$ cat config.mk
export PLATFORM = sky130hd
export DESIGN_NAME = fetch_stage
export DESIGN_NICKNAME = d
export VERILOG_FILES = /design/src/rtl/fetch_pkg.sv /design/src/rtl/fetch_fifo.sv /design/src/rtl/fetch_stage.sv
export SDC_FILE = /design/constraint.sdc
export NUM_CORES = 1
export LEC_CHECK = 0
export ABC_CLOCK_PERIOD_IN_PS = 7100
export CAP_MARGIN = 20
export CORE_UTILIZATION = 55
export CTS_BUF_LIST = sky130_fd_sc_hd__clkbuf_8
export DETAILED_ROUTE_END_ITERATION = 6
export PLACE_DENSITY_LB_ADDON = 0.3
export SLEW_MARGIN = 10
export SYNTH_ARGS = -nofsm -noshare
export SYNTH_HDL_FRONTEND = slang
export SYNTH_SLANG_ARGS = --single-unit
$ cat constraint.sdc
create_clock -name clk -period 7.1 [get_ports clk]
set_input_delay 1.42 -clock clk [delete_from_list [all_inputs] [get_ports clk]]
set_output_delay 1.42 -clock clk [all_outputs]
set_load 0.02 [all_outputs]
$ cat src/rtl/fetch_pkg.sv
`default_nettype none
// ============================================================================
// Module      : fetch_pkg
// Description : Shared types and constants for the instruction-fetch stage.
//               NOP_INSTR     - bubble word loaded into IF/ID (addi x0,x0,0)
//               fetch_state_t - request FSM state (RUN / DRAIN)
//               fetch_entry_t - prefetch FIFO entry {instr, pc}
// Revision    : 1.0 - initial release
// ============================================================================
package fetch_pkg;

    localparam logic [31:0] NOP_INSTR = 32'h0000_0013;

    typedef enum logic [0:0] {
        RUN   = 1'b0,
        DRAIN = 1'b1
    } fetch_state_t;

    typedef struct packed {
        logic [31:0] instr;
        logic [31:0] pc;
    } fetch_entry_t;

endpackage
`default_nettype wire

$ cat src/rtl/fetch_fifo.sv
`default_nettype none
// ============================================================================
// Module      : fetch_fifo
// Description : Synchronous prefetch FIFO, no bypass. A push while full is
//               accepted only together with a pop. clear empties the FIFO.
// Ports       : clk, reset   - clock, synchronous active-high reset
//               clear        - drop all entries
//               push, din    - enqueue request and data
//               pop          - dequeue request (ignored when empty)
//               dout         - head entry (valid when !empty)
//               count, empty - occupancy
// Revision    : 1.0 - initial release
// ============================================================================
module fetch_fifo
    import fetch_pkg::*;
#(
    parameter int DEPTH = 2
) (
    input  logic                     clk,
    input  logic                     reset,
    input  logic                     clear,
    input  logic                     push,
    input  fetch_entry_t             din,
    input  logic                     pop,
    output fetch_entry_t             dout,
    output logic [$clog2(DEPTH):0]   count,
    output logic                     empty
);

    localparam int AW = $clog2(DEPTH);
    localparam int CW = AW + 1;
    localparam logic [AW-1:0] c_ptr_one = AW'(1);
    localparam logic [CW-1:0] c_cnt_one = CW'(1);
    localparam logic [CW-1:0] c_cnt_max = CW'(DEPTH);

    fetch_entry_t    r_mem [DEPTH];
    logic [AW-1:0]   r_wr_ptr;
    logic [AW-1:0]   r_rd_ptr;
    logic [CW-1:0]   r_count;
    logic            w_full;
    logic            w_push;
    logic            w_pop;

    assign empty  = (r_count == '0);
    assign w_full = (r_count == c_cnt_max);
    assign w_pop  = pop & ~empty;
    // A pop frees the head slot at this edge, so a full FIFO may take a push.
    assign w_push = push & (~w_full | w_pop);
    assign dout   = r_mem[r_rd_ptr];
    assign count  = r_count;

    always_ff @(posedge clk) begin
        if (w_push && !clear) begin
            r_mem[r_wr_ptr] <= din;
        end
    end

    always_ff @(posedge clk) begin
        if (reset || clear) begin
            r_wr_ptr <= '0;
            r_rd_ptr <= '0;
            r_count  <= '0;
        end else begin
            if (w_push) begin
                r_wr_ptr <= r_wr_ptr + c_ptr_one;
            end
            if (w_pop) begin
                r_rd_ptr <= r_rd_ptr + c_ptr_one;
            end
            case ({w_push, w_pop})
                2'b10:   r_count <= r_count + c_cnt_one;
                2'b01:   r_count <= r_count - c_cnt_one;
                default: r_count <= r_count;
            endcase
        end
    end

endmodule
`default_nettype wire

$ cat src/rtl/fetch_stage.sv
`default_nettype none
// ============================================================================
// Module      : fetch_stage
// Description : RV32 instruction fetch with prefetch FIFO and IF/ID register.
//               Requests are credit-limited to DEPTH (outstanding + buffered),
//               responses return in order; on a redirect the in-flight
//               responses are counted off in DRAIN and discarded.
// Ports       : clk, reset                  - clock, sync active-high reset
//               imem_req_valid/ready/addr   - fetch request handshake
//               imem_rsp_valid/data         - in-order response beats
//               StallD, FlushD              - hazard unit controls for IF/ID
//               PCSrcE, PCTargetE           - taken branch / jump redirect
//               InstrD, PCD, PCPlus4D, ValidD - IF/ID register outputs
// Revision    : 1.0 - initial release
// ============================================================================
module fetch_stage
    import fetch_pkg::*;
#(
    parameter logic [31:0] RESET_PC = 32'h0000_0000,
    parameter int          DEPTH    = 2
) (
    input  logic        clk,
    input  logic        reset,
    output logic        imem_req_valid,
    input  logic        imem_req_ready,
    output logic [31:0] imem_req_addr,
    input  logic        imem_rsp_valid,
    input  logic [31:0] imem_rsp_data,
    input  logic        StallD,
    input  logic        FlushD,
    input  logic        PCSrcE,
    input  logic [31:0] PCTargetE,
    output logic [31:0] InstrD,
    output logic [31:0] PCD,
    output logic [31:0] PCPlus4D,
    output logic        ValidD
);

    localparam int CW = $clog2(DEPTH) + 1;
    localparam logic [CW:0] c_credit_lim = (CW + 1)'(DEPTH);

    fetch_state_t   r_state;
    logic [31:0]    r_pcf;
    logic [CW-1:0]  r_outstanding;
    logic [CW-1:0]  r_drop;

    fetch_entry_t   w_fifo_din;
    fetch_entry_t   w_fifo_head;
    logic [CW-1:0]  w_fifo_count;
    logic           w_fifo_empty;
    logic           w_deq;
    logic [CW:0]    w_used;
    logic           w_issue;
    logic           w_fire;
    logic [CW-1:0]  w_pend;
    logic           w_rsp_hit;
    logic           w_rsp_accept;
    logic [CW-1:0]  w_drop_next;

    // IF/ID pulls from the FIFO only when neither flushed nor stalled.
    assign w_deq = ~FlushD & ~StallD & ~w_fifo_empty;

    // Credits already committed once this cycle's dequeue is taken out.
    assign w_used  = {1'b0, r_outstanding} + {1'b0, w_fifo_count}
                   - {{CW{1'b0}}, w_deq};
    assign w_issue = ~reset & ~PCSrcE & (r_state == RUN) & (w_used < c_credit_lim);
    assign w_fire  = w_issue & imem_req_ready;

    assign imem_req_valid = w_issue;
    assign imem_req_addr  = r_pcf;

    // Only one of outstanding / drop is non-zero at a time, so their sum is
    // the number of beats still owed by memory.
    assign w_pend       = r_outstanding + r_drop;
    assign w_rsp_hit    = imem_rsp_valid & (w_pend != '0);
    assign w_rsp_accept = w_rsp_hit & ~PCSrcE & (r_state == RUN);
    assign w_drop_next  = w_pend - {{(CW-1){1'b0}}, w_rsp_hit};

    // The oldest in-flight request was issued outstanding words behind PCF.
    assign w_fifo_din.instr = imem_rsp_data;
    assign w_fifo_din.pc    = r_pcf - (32'(r_outstanding) << 2);

    fetch_fifo #(
        .DEPTH (DEPTH)
    ) u_fifo (
        .clk   (clk),
        .reset (reset),
        .clear (PCSrcE),
        .push  (w_rsp_accept),
        .din   (w_fifo_din),
        .pop   (w_deq),
        .dout  (w_fifo_head),
        .count (w_fifo_count),
        .empty (w_fifo_empty)
    );

    // PC, credit counters and request FSM.
    always_ff @(posedge clk) begin
        if (reset) begin
            r_state       <= RUN;
            r_pcf         <= RESET_PC;
            r_outstanding <= '0;
            r_drop        <= '0;
        end else if (PCSrcE) begin
            r_pcf         <= PCTargetE;
            r_outstanding <= '0;
            r_drop        <= w_drop_next;
            r_state       <= (w_drop_next != '0) ? DRAIN : RUN;
        end else begin
            case (r_state)
                RUN: begin
                    if (w_fire) begin
                        r_pcf <= r_pcf + 32'd4;
                    end
                    r_outstanding <= r_outstanding
                                   + {{(CW-1){1'b0}}, w_fire}
                                   - {{(CW-1){1'b0}}, w_rsp_accept};
                end
                DRAIN: begin
                    if (w_rsp_hit) begin
                        r_drop <= w_drop_next;
                        if (w_drop_next == '0) begin
                            r_state <= RUN;
                        end
                    end
                end
                default: r_state <= RUN;
            endcase
        end
    end

    // IF/ID pipeline register.
    always_ff @(posedge clk) begin
        if (reset) begin
            InstrD   <= NOP_INSTR;
            PCD      <= 32'h0;
            PCPlus4D <= 32'h0;
            ValidD   <= 1'b0;
        end else if (FlushD) begin
            InstrD   <= NOP_INSTR;
            ValidD   <= 1'b0;
        end else if (StallD) begin
            InstrD   <= InstrD;
        end else if (!w_fifo_empty) begin
            InstrD   <= w_fifo_head.instr;
            PCD      <= w_fifo_head.pc;
            PCPlus4D <= w_fifo_head.pc + 32'd4;
            ValidD   <= 1'b1;
        end else begin
            InstrD   <= NOP_INSTR;
            ValidD   <= 1'b0;
        end
    end

    // A beat with nothing owed is a memory protocol error; the RTL ignores it.
    always_ff @(posedge clk) begin
        if (!reset) begin
            assert (!(imem_rsp_valid && (w_pend == '0)));
        end
    end

endmodule
`default_nettype wire

==> impl_metrics.json <==
{
  "layout_commonest_cell": "clkdlybuf4s50_1",
  "grt_pass1_wl_um": 43600,
  "boundaryPins": 201,
  "cp-start-kind": "primary input",
  "pre_cts_ws_ns": 1.27,
  "drv_cap": 0,
  "synthSimpleGateAreaFrac_pct": 18.1,
  "report.final.slew_viol_count": 0,
  "async_flop_share_pct": 0,
  "worstHoldStart": "r_drop[1]",
  "grt_util_all_layers_pct": 24.9,
  "synth.area.mux_share_pct": 5.95,
  "root_buffer": "clkbuf_8",
  "h-tree-depth": 2,
  "irDropWorstVdd_mv": 0.137,
  "grt_pass1_vias": 8608,
  "netlist_area_um2": 11800,
  "ys_seq_area_share_pct": 55.9,
  "reg2regPathDepth": 6,
  "vias": 9116,
  "drive_above_1_share_pct": 7.81,
  "antenna_found_initial": 0,
  "slew_headroom_pct": 32.9,
  "cts_resized": 0,
  "holdPathEnd": "r_drop[1]",
  "wire_per_inst_um": 17.3,
  "yosysWarnings": 0,
  "n_fill_cell": 1535,
  "die_w_um": 148,
  "dr.pass1.iters": 7,
  "numCtsBuffers": 43,
  "rsz0062_at_grt": "no",
  "syn_to_final_growth_pct": 25.7,
  "r2r-end": "PCPlus4D[31]",
  "post_cts_buffers": 0,
  "outcome": "finished clean",
  "drt_iter0_drc": 691,
  "via_per_inst": 5.72,
  "synth_top_cell_by_area": "edfxtp_1",
  "critical_path_class": "in2out",
  "clock_path_buffers": 3,
  "synth_cells": 1112,
  "core-area_um2": 21000,
  "diodes": 0,
  "finalClockSkew_ns": 0.0127,
  "timing.final.crit_share_pct": 82.8,
  "die_h_um": 148,
  "rrSetupSlack_ns": 3.08,
  "finalHoldViolCount": 0,
  "clock-sinks": 265,
  "grt_max_degree": 91,
  "worstPathRequired_ns": 5.68,
  "power.leakage_uw": 0.00487,
  "synth_xor_area_share_pct": 5.17,
  "path_max_fanout": 4,
  "powerDensity_nw_per_um2": 224,
  "critPathArrivalTime_ns": 4.46,
  "min_path_cells": 2,
  "final_util_pct": 70.5,
  "synth_nets": 1196,
  "hpwl_um": 18700,
  "syn_area_per_cell_um2": 10.6,
  "nNetsFinal": 1368,
  "synth_top_family_by_area": "simple AND/OR/NAND/NOR gates",
  "antenna_left": 0,
  "power_uw": 3320,
  "synth_edf_count": 128,
  "fmax_ghz": 0.170,
  "drc": 0,
  "synthTopCellsByArea": "edfxtp_1 33%, dfxtp_1 23%, mux2i_1 5.1%",
  "yosys_register_bits": 265,
  "die_area_um2": 22000,
  "period_minus_slack_ns": 5.88,
  "tightest_slew_ns": 0.991,
  "ys_types": 65,
  "path_clk_slew_ns": 0.06,
  "placementRows": 53,
  "worst_slack_ns": 1.22,
  "io_buffers": 200,
  "synth-compound-area-share_pct": 9.82,
  "fin_setup_tns_ns": 0,
  "synth_ff_type": "dfxtp_1",
  "place_congestion": 0.841,
  "postCtsHoldBufs": 0,
  "synthAdderAreaFrac_pct": 1.51,
  "min_path_type": "reg2reg",
  "clk_latency_ns": 0.55,
  "worst_setup_path_end_kind": "output port",
  "overflow": 0,
  "routed_wl_um": 27600,
  "start_util_pct": 56.1,
  "setup_viol": 0,
  "synth_largest_type_area_fraction_pct": 32.6,
  "layout_common_cells": "199 x clkdlybuf4s50_1, 146 x nor2_1, 136 x dfxtp_1",
  "tritoncts": "built"
}
[how the worst max path moves through the flow]
stage / start / endpoint / slack [ns] / depth (start not counted)
after floorplan: StallD / imem_req_valid / 1.41 / 12
after global placement: FlushD / imem_req_valid / 1.33 / 9
after detailed placement: FlushD / imem_req_valid / 1.27 / 9
after CTS: FlushD / imem_req_valid / 1.26 / 9
after global routing: FlushD / imem_req_valid / 1.17 / 9
final: FlushD / imem_req_valid / 1.22 / 9
[cell families after synthesis]
logic type                 count (synthesis)
AOI/OAI and AO/OA                        176
buffers and inverters                    104
xor gates and xnor gates                  68
adders and majority gates                 13
DFF                                      265
muxes                                     69
and+or+nand+nor                          417
[through the flow]
step	instances	hold WS (ns)	cell area [µm²]
global placement	1514	0.439	13900
floorplan	1112	0.432	11800
global route	1594	0.486	14800
detailed placement	1514	0.453	13900
finish	1594	0.458	14800
CTS	1594	0.462	14800
[layer usage]
layer	part of all wire [%]	vias to the layer above	track usage [%]
li1	-	4396	-
met1	45	4281	35.2
met2	45	382	38.5
met3	6.9	57	4.14
met4	2.8	0	9.12
met5	0	-	0
[final cells by class]
cell class	count	area (µm²)	area share, %
sequential	265	6590	44.4
multi-input combinational	743	4800	32.4
timing repair buffer	211	2080	14.0
clock buffer	56	771	5.20
tap	275	344	2.32
clock inverter	24	163	1.10
inverter	20	75.1	0.506
[critical path, stage by stage]
cell and delay, ns:
clkdlybuf4s50_1 0.60, or2_2 0.40, inv_2 0.06, ha_1 0.21, nand2b_1 0.15, fa_1 0.48, nor4b_2 0.32, and2_1 0.21
clkdlybuf4s50_1 0.60
[synth_stat cells, types with 4 or more instances]
master and n:
a211oi_1 48, a21oi_1 52, a22oi_1 4, and2_1 8, and3_1 6, and4_1 6, buf_1 9, buf_2 13
buf_4 4, clkbuf_1 57, dfxtp_1 137, edfxtp_1 128, ha_1 11, inv_1 19, mux2_2 9, mux2i_1 60
nand2_1 59, nand2b_1 4, nand3_1 37, nand3b_1 36, nand4_1 22, nand4b_1 5, nor2_1 148, nor3_1 40
nor3b_1 6, nor4_1 11, o21ai_0 27, o22ai_1 6, o311ai_0 5, o31ai_1 4, or2_2 5, or3_1 9
or4_1 7, xnor2_1 48, xor2_1 19
[state kept, by name (all words and copies together) (netlist names), named ones only]
register / count
u_fifo.r_mem: 128
InstrD: 32
PCD: 32
imem_req_addr: 32
PCPlus4D: 30
r_drop: 2
r_outstanding: 2
u_fifo.count: 2
ValidD: 1
r_state: 1
u_fifo.r_rd_ptr: 1
u_fifo.r_wr_ptr: 1
[power by group]
part,switching (µW),total [µW],internal (µW)
Sequential,43.9,1680,1640
Combinational,132,250,118
Clock,601,1390,784
Power figures use the tool's default switching activity.
